==> src/rtl/fpu_add_arbiter.sv <==
`default_nettype none
// ============================================================================
//  Module      : fpu_add_arbiter
//  Description : Round-robin front end that shares one combinational
//                single-precision adder between two requesters. The granted
//                operands are held on the adder for EVAL_CYCLES cycles, the
//                adder outputs are captured, and the result is returned on a
//                single response channel tagged with the requester ID.
//  Revision    : 1.0 - initial release
// ============================================================================
module fpu_add_arbiter #(
  parameter int unsigned EVAL_CYCLES = 1   // legal range 1..15
) (
  input  logic        clk,
  input  logic        reset,
  // requester 0
  input  logic        req0_valid,
  output logic        req0_ready,
  input  logic [31:0] req0_a,
  input  logic [31:0] req0_b,
  input  logic [1:0]  req0_round,
  // requester 1
  input  logic        req1_valid,
  output logic        req1_ready,
  input  logic [31:0] req1_a,
  input  logic [31:0] req1_b,
  input  logic [1:0]  req1_round,
  // shared adder
  output logic [31:0] add_a,
  output logic [31:0] add_b,
  output logic [1:0]  add_round_mode,
  input  logic [31:0] add_result,
  input  logic        add_error,
  input  logic        add_overflow,
  // response channel
  output logic        rsp_valid,
  input  logic        rsp_ready,
  output logic        rsp_id,
  output logic [31:0] rsp_result,
  output logic        rsp_error,
  output logic        rsp_overflow,
  output logic        busy
);

  typedef enum logic [1:0] {
    ST_IDLE = 2'd0,
    ST_EVAL = 2'd1,
    ST_RESP = 2'd2
  } state_t;

  // Counter reload: the first EVAL cycle already counts as one settle cycle.
  localparam logic [3:0] c_cnt_init = 4'(EVAL_CYCLES - 1);

  state_t      r_state;
  logic        r_last_grant;
  logic        r_id;
  logic [3:0]  r_cnt;
  logic [31:0] r_add_a;
  logic [31:0] r_add_b;
  logic [1:0]  r_add_rm;
  logic [31:0] r_rsp_result;
  logic        r_rsp_id;
  logic        r_rsp_error;
  logic        r_rsp_overflow;
  logic        r_rsp_valid;
  logic        r_busy;

  logic        w_idle;
  logic        w_pick0;
  logic        w_pick1;
  logic        w_acc0;
  logic        w_acc1;

  // Arbitration: a lone requester wins; on contention the one not granted
  // last time wins. Grants are suppressed while reset is asserted.
  assign w_idle     = (r_state == ST_IDLE) && !reset;
  assign w_pick0    = req0_valid && (!req1_valid || r_last_grant);
  assign w_pick1    = req1_valid && (!req0_valid || !r_last_grant);
  assign req0_ready = w_idle && w_pick0;
  assign req1_ready = w_idle && w_pick1;
  assign w_acc0     = req0_valid && req0_ready;
  assign w_acc1     = req1_valid && req1_ready;

  // Control FSM with operand latch, settle counter and response capture.
  always_ff @(posedge clk) begin
    if (reset) begin
      r_state        <= ST_IDLE;
      r_last_grant   <= 1'b1;
      r_id           <= 1'b0;
      r_cnt          <= 4'd0;
      r_add_a        <= 32'd0;
      r_add_b        <= 32'd0;
      r_add_rm       <= 2'd0;
      r_rsp_result   <= 32'd0;
      r_rsp_id       <= 1'b0;
      r_rsp_error    <= 1'b0;
      r_rsp_overflow <= 1'b0;
      r_rsp_valid    <= 1'b0;
      r_busy         <= 1'b0;
    end else begin
      case (r_state)
        ST_IDLE: begin
          if (w_acc0 || w_acc1) begin
            r_add_a      <= w_acc1 ? req1_a     : req0_a;
            r_add_b      <= w_acc1 ? req1_b     : req0_b;
            r_add_rm     <= w_acc1 ? req1_round : req0_round;
            r_id         <= w_acc1;
            r_last_grant <= w_acc1;
            r_cnt        <= c_cnt_init;
            r_busy       <= 1'b1;
            r_state      <= ST_EVAL;
          end
        end
        ST_EVAL: begin
          if (r_cnt != 4'd0) begin
            r_cnt <= r_cnt - 4'd1;
          end else begin
            r_rsp_result   <= add_result;
            r_rsp_error    <= add_error;
            r_rsp_overflow <= add_overflow;
            r_rsp_id       <= r_id;
            r_rsp_valid    <= 1'b1;
            r_state        <= ST_RESP;
          end
        end
        ST_RESP: begin
          // Arbitration resumes only in the cycle after the handshake.
          if (rsp_ready) begin
            r_rsp_valid <= 1'b0;
            r_busy      <= 1'b0;
            r_state     <= ST_IDLE;
          end
        end
        default: begin
          r_rsp_valid <= 1'b0;
          r_busy      <= 1'b0;
          r_state     <= ST_IDLE;
        end
      endcase
    end
  end

  assign add_a          = r_add_a;
  assign add_b          = r_add_b;
  assign add_round_mode = r_add_rm;
  assign rsp_valid      = r_rsp_valid;
  assign rsp_id         = r_rsp_id;
  assign rsp_result     = r_rsp_result;
  assign rsp_error      = r_rsp_error;
  assign rsp_overflow   = r_rsp_overflow;
  assign busy           = r_busy;

endmodule
`default_nettype wire
==> config.mk <==
export PLATFORM = sky130hd
export DESIGN_NAME = fpu_add_arbiter
export DESIGN_NICKNAME = d
export VERILOG_FILES = /design/src/rtl/fpu_add_arbiter.sv
export SDC_FILE = /design/constraint.sdc
export NUM_CORES = 1
export LEC_CHECK = 0
export BUFFER_PORTS_ARGS = -buffer_cell sky130_fd_sc_hd__buf_4
export CAP_MARGIN = 20
export CORE_MARGIN = 2
export CORE_UTILIZATION = 40
export DETAILED_ROUTE_END_ITERATION = 8
export HOLD_SLACK_MARGIN = 0.15
export MAX_ROUTING_LAYER = met4
export PLACE_DENSITY_LB_ADDON = 0.2
export RECOVER_POWER = 50
export SYNTH_ARGS = -nofsm -noshare
export SYNTH_HDL_FRONTEND = slang
export SYNTH_SLANG_ARGS = --single-unit
==> constraint.sdc <==
create_clock -name clk -period 1.95 [get_ports clk]
set_input_delay 0.0975 -clock clk [delete_from_list [all_inputs] [get_ports clk]]
set_output_delay 0.0975 -clock clk [all_outputs]
set_load 0.01 [all_outputs]
---- After elaboration in Yosys (flattened, before gate mapping) ----
Cells that the tools add are included.
word-level totals
  logic and storage cells ................. 61
  input port bits ......................... 171
  output and inout bits ................... 105
  bits in registers ....................... 111
cells by class
  bitwise logic cells ..................... 3
  mux-type cells .......................... 15
  reduce and logical (&&, ||, !) cells .... 23
  add/sub/neg operators ................... 1
  equal/unequal tests ..................... 6
operators with widths
  kind                                                                     number
  32-bit 2-to-1 mux                                                        2
  3-bit AND reduction                                                      4
  2-bit 2-to-1 mux                                                         4
  4-bit 2-to-1 mux                                                         2
  4-bit case mux with 2 select lines                                       1
  1-bit logical AND                                                        7
  2-bit inequality test, second input constant                             3
  1-bit case mux with 3 select lines                                       2
  2-bit case mux with 3 select lines                                       1
  1-bit zero test                                                          4
  2-bit AND reduction                                                      2
  4-bit nonzero test                                                       1
  4-bit by 1-bit subtractor with 4-bit output, second input constant       1
  1-bit logical OR                                                         3
  1-bit 2-to-1 mux                                                         3
  1-bit inverter                                                           3
  2-bit by 1-bit == test with 1-bit output, second input constant          1
  2-bit == test, second input constant                                     1
  2-bit zero test                                                          1
  2-bit by 1-bit inequality test with 1-bit output, second input constant  1
  2-bit nonzero test                                                       1

---- Depth between registers and ports, before layout ----
  word-level depth ........................ 8
  depth in mapped cells ................... 7
  depth with buffers taken out ............ 5

---- Worst setup path after synthesis ----
Ideal clock, no wire load.
  kind .................................... register to register
  start point ............................. register r_cnt[0]
  end point ............................... register r_rsp_result[23] (netlist: rsp_result[23])
  arrival ................................. 1.414 ns
  stages on the path, launching flop included .. 8
  buffers on the path ..................... 2
  setup slack ............................. 0.403 ns
  cell sequence ........................... dfxtp_1 inv_1 ha_1 or3b_1 clkbuf_1 clkbuf_1 o21ai_0 a21oi_1
on the way
  cells in the longest elaborated chain, start to end .. 3
RTL lines
  item                                  line  RTL
  start: declaration                    57    logic [3:0] r_cnt;
  start signal: assignment              109   r_cnt <= c_cnt_init;
  start signal: assignment              116   r_cnt <= r_cnt - 4'd1;
  4-bit nonzero test                    115   if (r_cnt != 4'd0) begin
  1-bit inverter (no source line)       --
  2-bit AND reduction (no source line)  --
  end signal: assignment                118   r_rsp_result <= add_result;
  end: declaration                      61    logic [31:0] r_rsp_result;
Every way passes these cells.
A chain may end at the register's enable or synchronous reset.

---- Worst setup path after layout ----
  start point ............................. register r_state[1]
  end point ............................... register r_add_a[27] (netlist: add_a[27])
on the way
  cells in the longest elaborated chain, start to end .. 6
  elaborated cells between the ends (all ways) .. 9
  classes of those cells .................. mux: 1; reduce/logical: 8
RTL lines
  item                                         line     RTL
  start: declaration                           54       state_t r_state;
  start signal: assignment                     87       r_state <= ST_IDLE;
  start signal: assignment                     111      r_state <= ST_EVAL;
  start signal: assignment                     123      r_state <= ST_RESP;
  2-bit zero test (*)                          76, 101
  1-bit logical AND                            76       assign w_idle = (r_state == ST_IDLE) && !reset;
  1-bit logical AND, on equally long branches  79, 80
  1-bit logical AND, on equally long branches  81, 82
  1-bit logical OR                             103      if (w_acc0 || w_acc1) begin
  2-bit AND reduction (no source line)         --
  end signal: assignment                       104      r_add_a <= w_acc1 ? req1_a : req0_a;
  end: declaration                             58       logic [31:0] r_add_a;
Every way passes the cells marked *; elsewhere a longest branch is shown, timed or not.

==> impl_results.md <==
- Max H-tree Level: 3
- Antenna Nets Post-Route: 0
- Max stage delay cell, worst path: a311oi_1
- Sequential cell area in the final layout: 0.00222 mm2
- Worst Hold Slack: 0.215 ns
- Total routing resource utilization after global routing: between 30% and 40%
- Share of power burned in registers: a little over two fifths
- Number of global-route vias before repair: roughly 6600
- Power density of the placed cells: just under 700 mW/mm2
- Setup Crit Path Kind: flop to flop
- Share of the synthesized area in the top cell type: approximately 44%
- Top area cells in the synthesized netlist: dfxtp_1 44%, a311oi_1 11%, a21oi_1 11%
- Outcome: finished clean
- WHS Path Cells: 4
- Top-level port count: 276
- Layout area overhead: 73.8%
- Detailed Routing Iterations Pass 1: 6
- Worst reg-to-reg setup slack: around 0.13 ns
- DPL Wire Length: between 10 and 15 mm
- Yosys synthesis warning count: 0
- Area of the mapped netlist: 0.00503 mm2
- Number of maximum-capacitance violations: 0
- Prevailing post-synth register cell: dfxtp_1
- Share of total power consumed by net switching: a little under 30%
- Final routed DRC violation total: 0
- Startpoint type of the worst setup path: flop
- Proportion of synthesized chip area in sequential cells: 44.2%
- Effective utilization at floorplan: between 40 and 50%
- HP Class: primary input to flop
- Total CTS buffers: 9
- Count leader, synth: dfxtp_1
- Worst-case headroom to the max-slew limit: around half
- Number of buffers inserted by port buffering: 275
- Average cell area after synthesis: ~8.2 um2
- # fillers: between 900 and 1000
- Internal power summed over all cells: around 4.2 mW
- Number of register bits inferred by synthesis: about 110
- Initial antenna violation count: 0
- Register-to-Register Path Depth: 5
- Psw: between 1.5 and 2 mW
- Longest Clk Path Bufs: 2
- Number of hold violations in the final report: 0
- Root Buffer Master: clkbuf_16
- Syn Nets: roughly 780
- Via count of the routed design: just under 7000
- DIE HEIGHT: between 100 and 150 um
- Clock period minus worst slack: between 1.5 and 2 ns
- Largest clock skew in the final design: between 0.006 and 0.007 ns
- Transition time at the pin with the least slew margin: 0.732 ns
- Number of endpoints failing setup at the final stage: 0
- Worst-path cell chain: buf_4 > nor3_4 > buf_12 > nand3_1 > a311oi_1
- Required time of the critical path: approximately 2.2 ns
- Post-place setup slack: ~0.23 ns
- Final-layout setup total negative slack: 0 ns
- Total cell area at the placement stage: roughly 0.0071 mm2
- Number of flops mapped to enable cells by yosys: 0
- Origin of the critical flop-to-flop path: r_state[1]$_SDFFE_PP0P_
- Post-route fraction of the period consumed by the critical path: between 90% and 100%
- Largest incremental delay on the critical path: roughly 0.38 ns
- Critical path buffers and inverters: 2
- Die ar.: about 0.013 mm2
- Total congestion overflow after global routing: 0
- Largest net degree at the start of global routing: slightly above 100
- CP delay by family, top: buffers and inverters
- Clock-pin slew on the worst setup and hold paths: about 0.070 ns
- Leakage: ~3.3 nW
- Hold-critical path endpoint: r_last_grant$_SDFFE_PP1P_
- Critical path arrival: 2.05 ns
- Endpoint of the lowest-slack register-to-register path: add_a[27]$_SDFFE_PP0P_
- Clock latency on the worst-skew pair: ~0.35 ns
- Final weighted congestion in routability-driven placement: roughly 0.89
- Critical-path maximum fanout: 101
- Count of different cell masters after synthesis: 30
- Post CTS Setup Buffer Count: 0
- Area of combinational cells with multiple inputs: ~0.0024 mm2
- Setup repair after global routing missed its margin: no
- Max Clk Rate: between 500 and 600 MHz
- Cell type with the largest total area after synthesis: dfxtp_1
- DR iter-0 viols: ~640
- Core box area: around 0.012 mm2
- Placed insts: ~1000
- IR Drop Worst-Case VDD: 0.411 mV
- Final count of pins violating max slew: 0
- Fraction of power consumed by the clock network: between 30 and 40%
- Smallest setup slack after layout: 0.132 ns
- Placement Rows: 40
- Critical hold path startpoint: req0_valid
- Width of the die: about 120 um
- Synthesized instance count: between 600 and 700
- Element type at the critical path end: flop
- Final design instance area without fill: between 0.008 and 0.009 mm2
- Most frequent cells after synthesis: 111 x dfxtp_1, 110 x a21oi_1, 102 x nand3_1
- Detailed-route wire length: between 20 and 25 mm
- First-pass GRT wire length: 32.6 mm
- CTS tree: done
- Share of flip-flops with an asynchronous set or reset after synthesis: 0%
- Comb power frac: between 20 and 30%
- Post-DR vias/cell: between 5 and 6
- Non-filler instance count after layout: 1181
- Count of nets after finishing: between 1000 and 1500
- Avg WL per Cell: roughly 18 um
- Share of layout cells above drive strength 1: ~22%
- Clock sink count: approximately 110
## worst max path at each step
| stage | from | endpoint | slack [ns] | cells past startpoint |
|---|---|---|---|---|
| after floorplan | r_cnt[0]$_SDFFE_PP0P_ | rsp_result[23]$_SDFFE_PP0P_ | 0.40 | 7 |
| after global placement | r_state[1]$_SDFFE_PP0P_ | add_a[16]$_SDFFE_PP0P_ | 0.22 | 4 |
| after detailed placement | r_state[1]$_SDFFE_PP0P_ | add_a[19]$_SDFFE_PP0P_ | 0.23 | 4 |
| after CTS | r_state[1]$_SDFFE_PP0P_ | req0_ready | 0.001 | 4 |
| after global routing | r_state[1]$_SDFFE_PP0P_ | add_a[27]$_SDFFE_PP0P_ | 0.07 | 5 |
| final | r_state[1]$_SDFFE_PP0P_ | add_a[27]$_SDFFE_PP0P_ | 0.13 | 5 |
## kinds of logic after synthesis
group | after synthesis | synth area share (%)
buffers and inverters | 85 | 8.31
flip-flops | 111 | 44.2
AO/OA/AOI/OAI | 288 | 34.2
AND/OR/NAND/NOR | 124 | 12.8
adder cells (fa/ha/maj) | 2 | 0.497
## registers in the layout, summed over array words and instances, names as in the netlist, 2 cells and up
| name | cells |
|---|---|
| add_a | 32 |
| add_b | 32 |
| rsp_result | 32 |
| r_cnt | 4 |
| add_round_mode | 2 |
| r_state | 2 |
## repair_timing
action / CTS / global route
gates resized for setup: 3 / 2
endpoints found under the hold margin: 104 / 0
setup endpoints to repair: 1 / 2
pin swaps: 0 / 0
hold buffers: 168 / 0
## stage by stage
stage	total power, mW	utilization [%]
2_1_floorplan	3.23	-
3_3_place_gp	3.88	58.7
3_5_place_dp	3.91	58.7
4_1_cts	6.01	75.0
5_1_grt	6.14	71.9
6_report	5.90	71.9
## area by class of cell
class,instances,share of cell area [%]
repair buffers,466,40.9
multi-input cells,414,27.7
flip-flops and latches,111,25.4
clock buffers,10,2.62
well taps,168,2.40
clock inverters,5,0.673
inverters,6,0.258
diodes,1,0.0286
## cell usage in the layout (no fill, tap or decap), types with 2 or more instances in the layout
cell           netlist  routed
dlygate4sd3_1        0     168
dfxtp_1            111     111
or3_1                3       2
o221ai_1             2       2
clkbuf_16            0       9
nand2_1              6       6
a311oi_1            66      66
clkinvlp_4           0       2
o21ai_0             97      97
clkbuf_1            36     104
nand3_1            102     102
ha_1                 2       2
inv_1                6       6
or4_1                2       2
buf_12               0       3
buf_4                3     189
a21oi_1            110     110
nor2_1               4       4
o21ai_1              8       8
## tightest hold or removal path, delay by kind of cell
family          cells  cell delay, ns
compound gates      2            0.19
buf+inv             2            0.24
## power groups by stage
stage	Clock [mW]	Sequential (mW)	Combinational [mW]
after floorplan	0	2.66	0.568
after global placement	0	2.58	1.29
after detailed placement	0	2.59	1.32
after CTS	1.87	2.54	1.60
after global routing	1.95	2.56	1.63
final	1.84	2.54	1.52
## per-layer routing
layer	GRT usage [%]	part of all wire, %	vias to the layer above
li1	-	-	3094
met1	36.2	38	3155
met2	52.2	50	398
met3	5.86	7.9	82
met4	16.0	4.2	0
met5	-	0	-
Power figures use the tool's default switching activity.
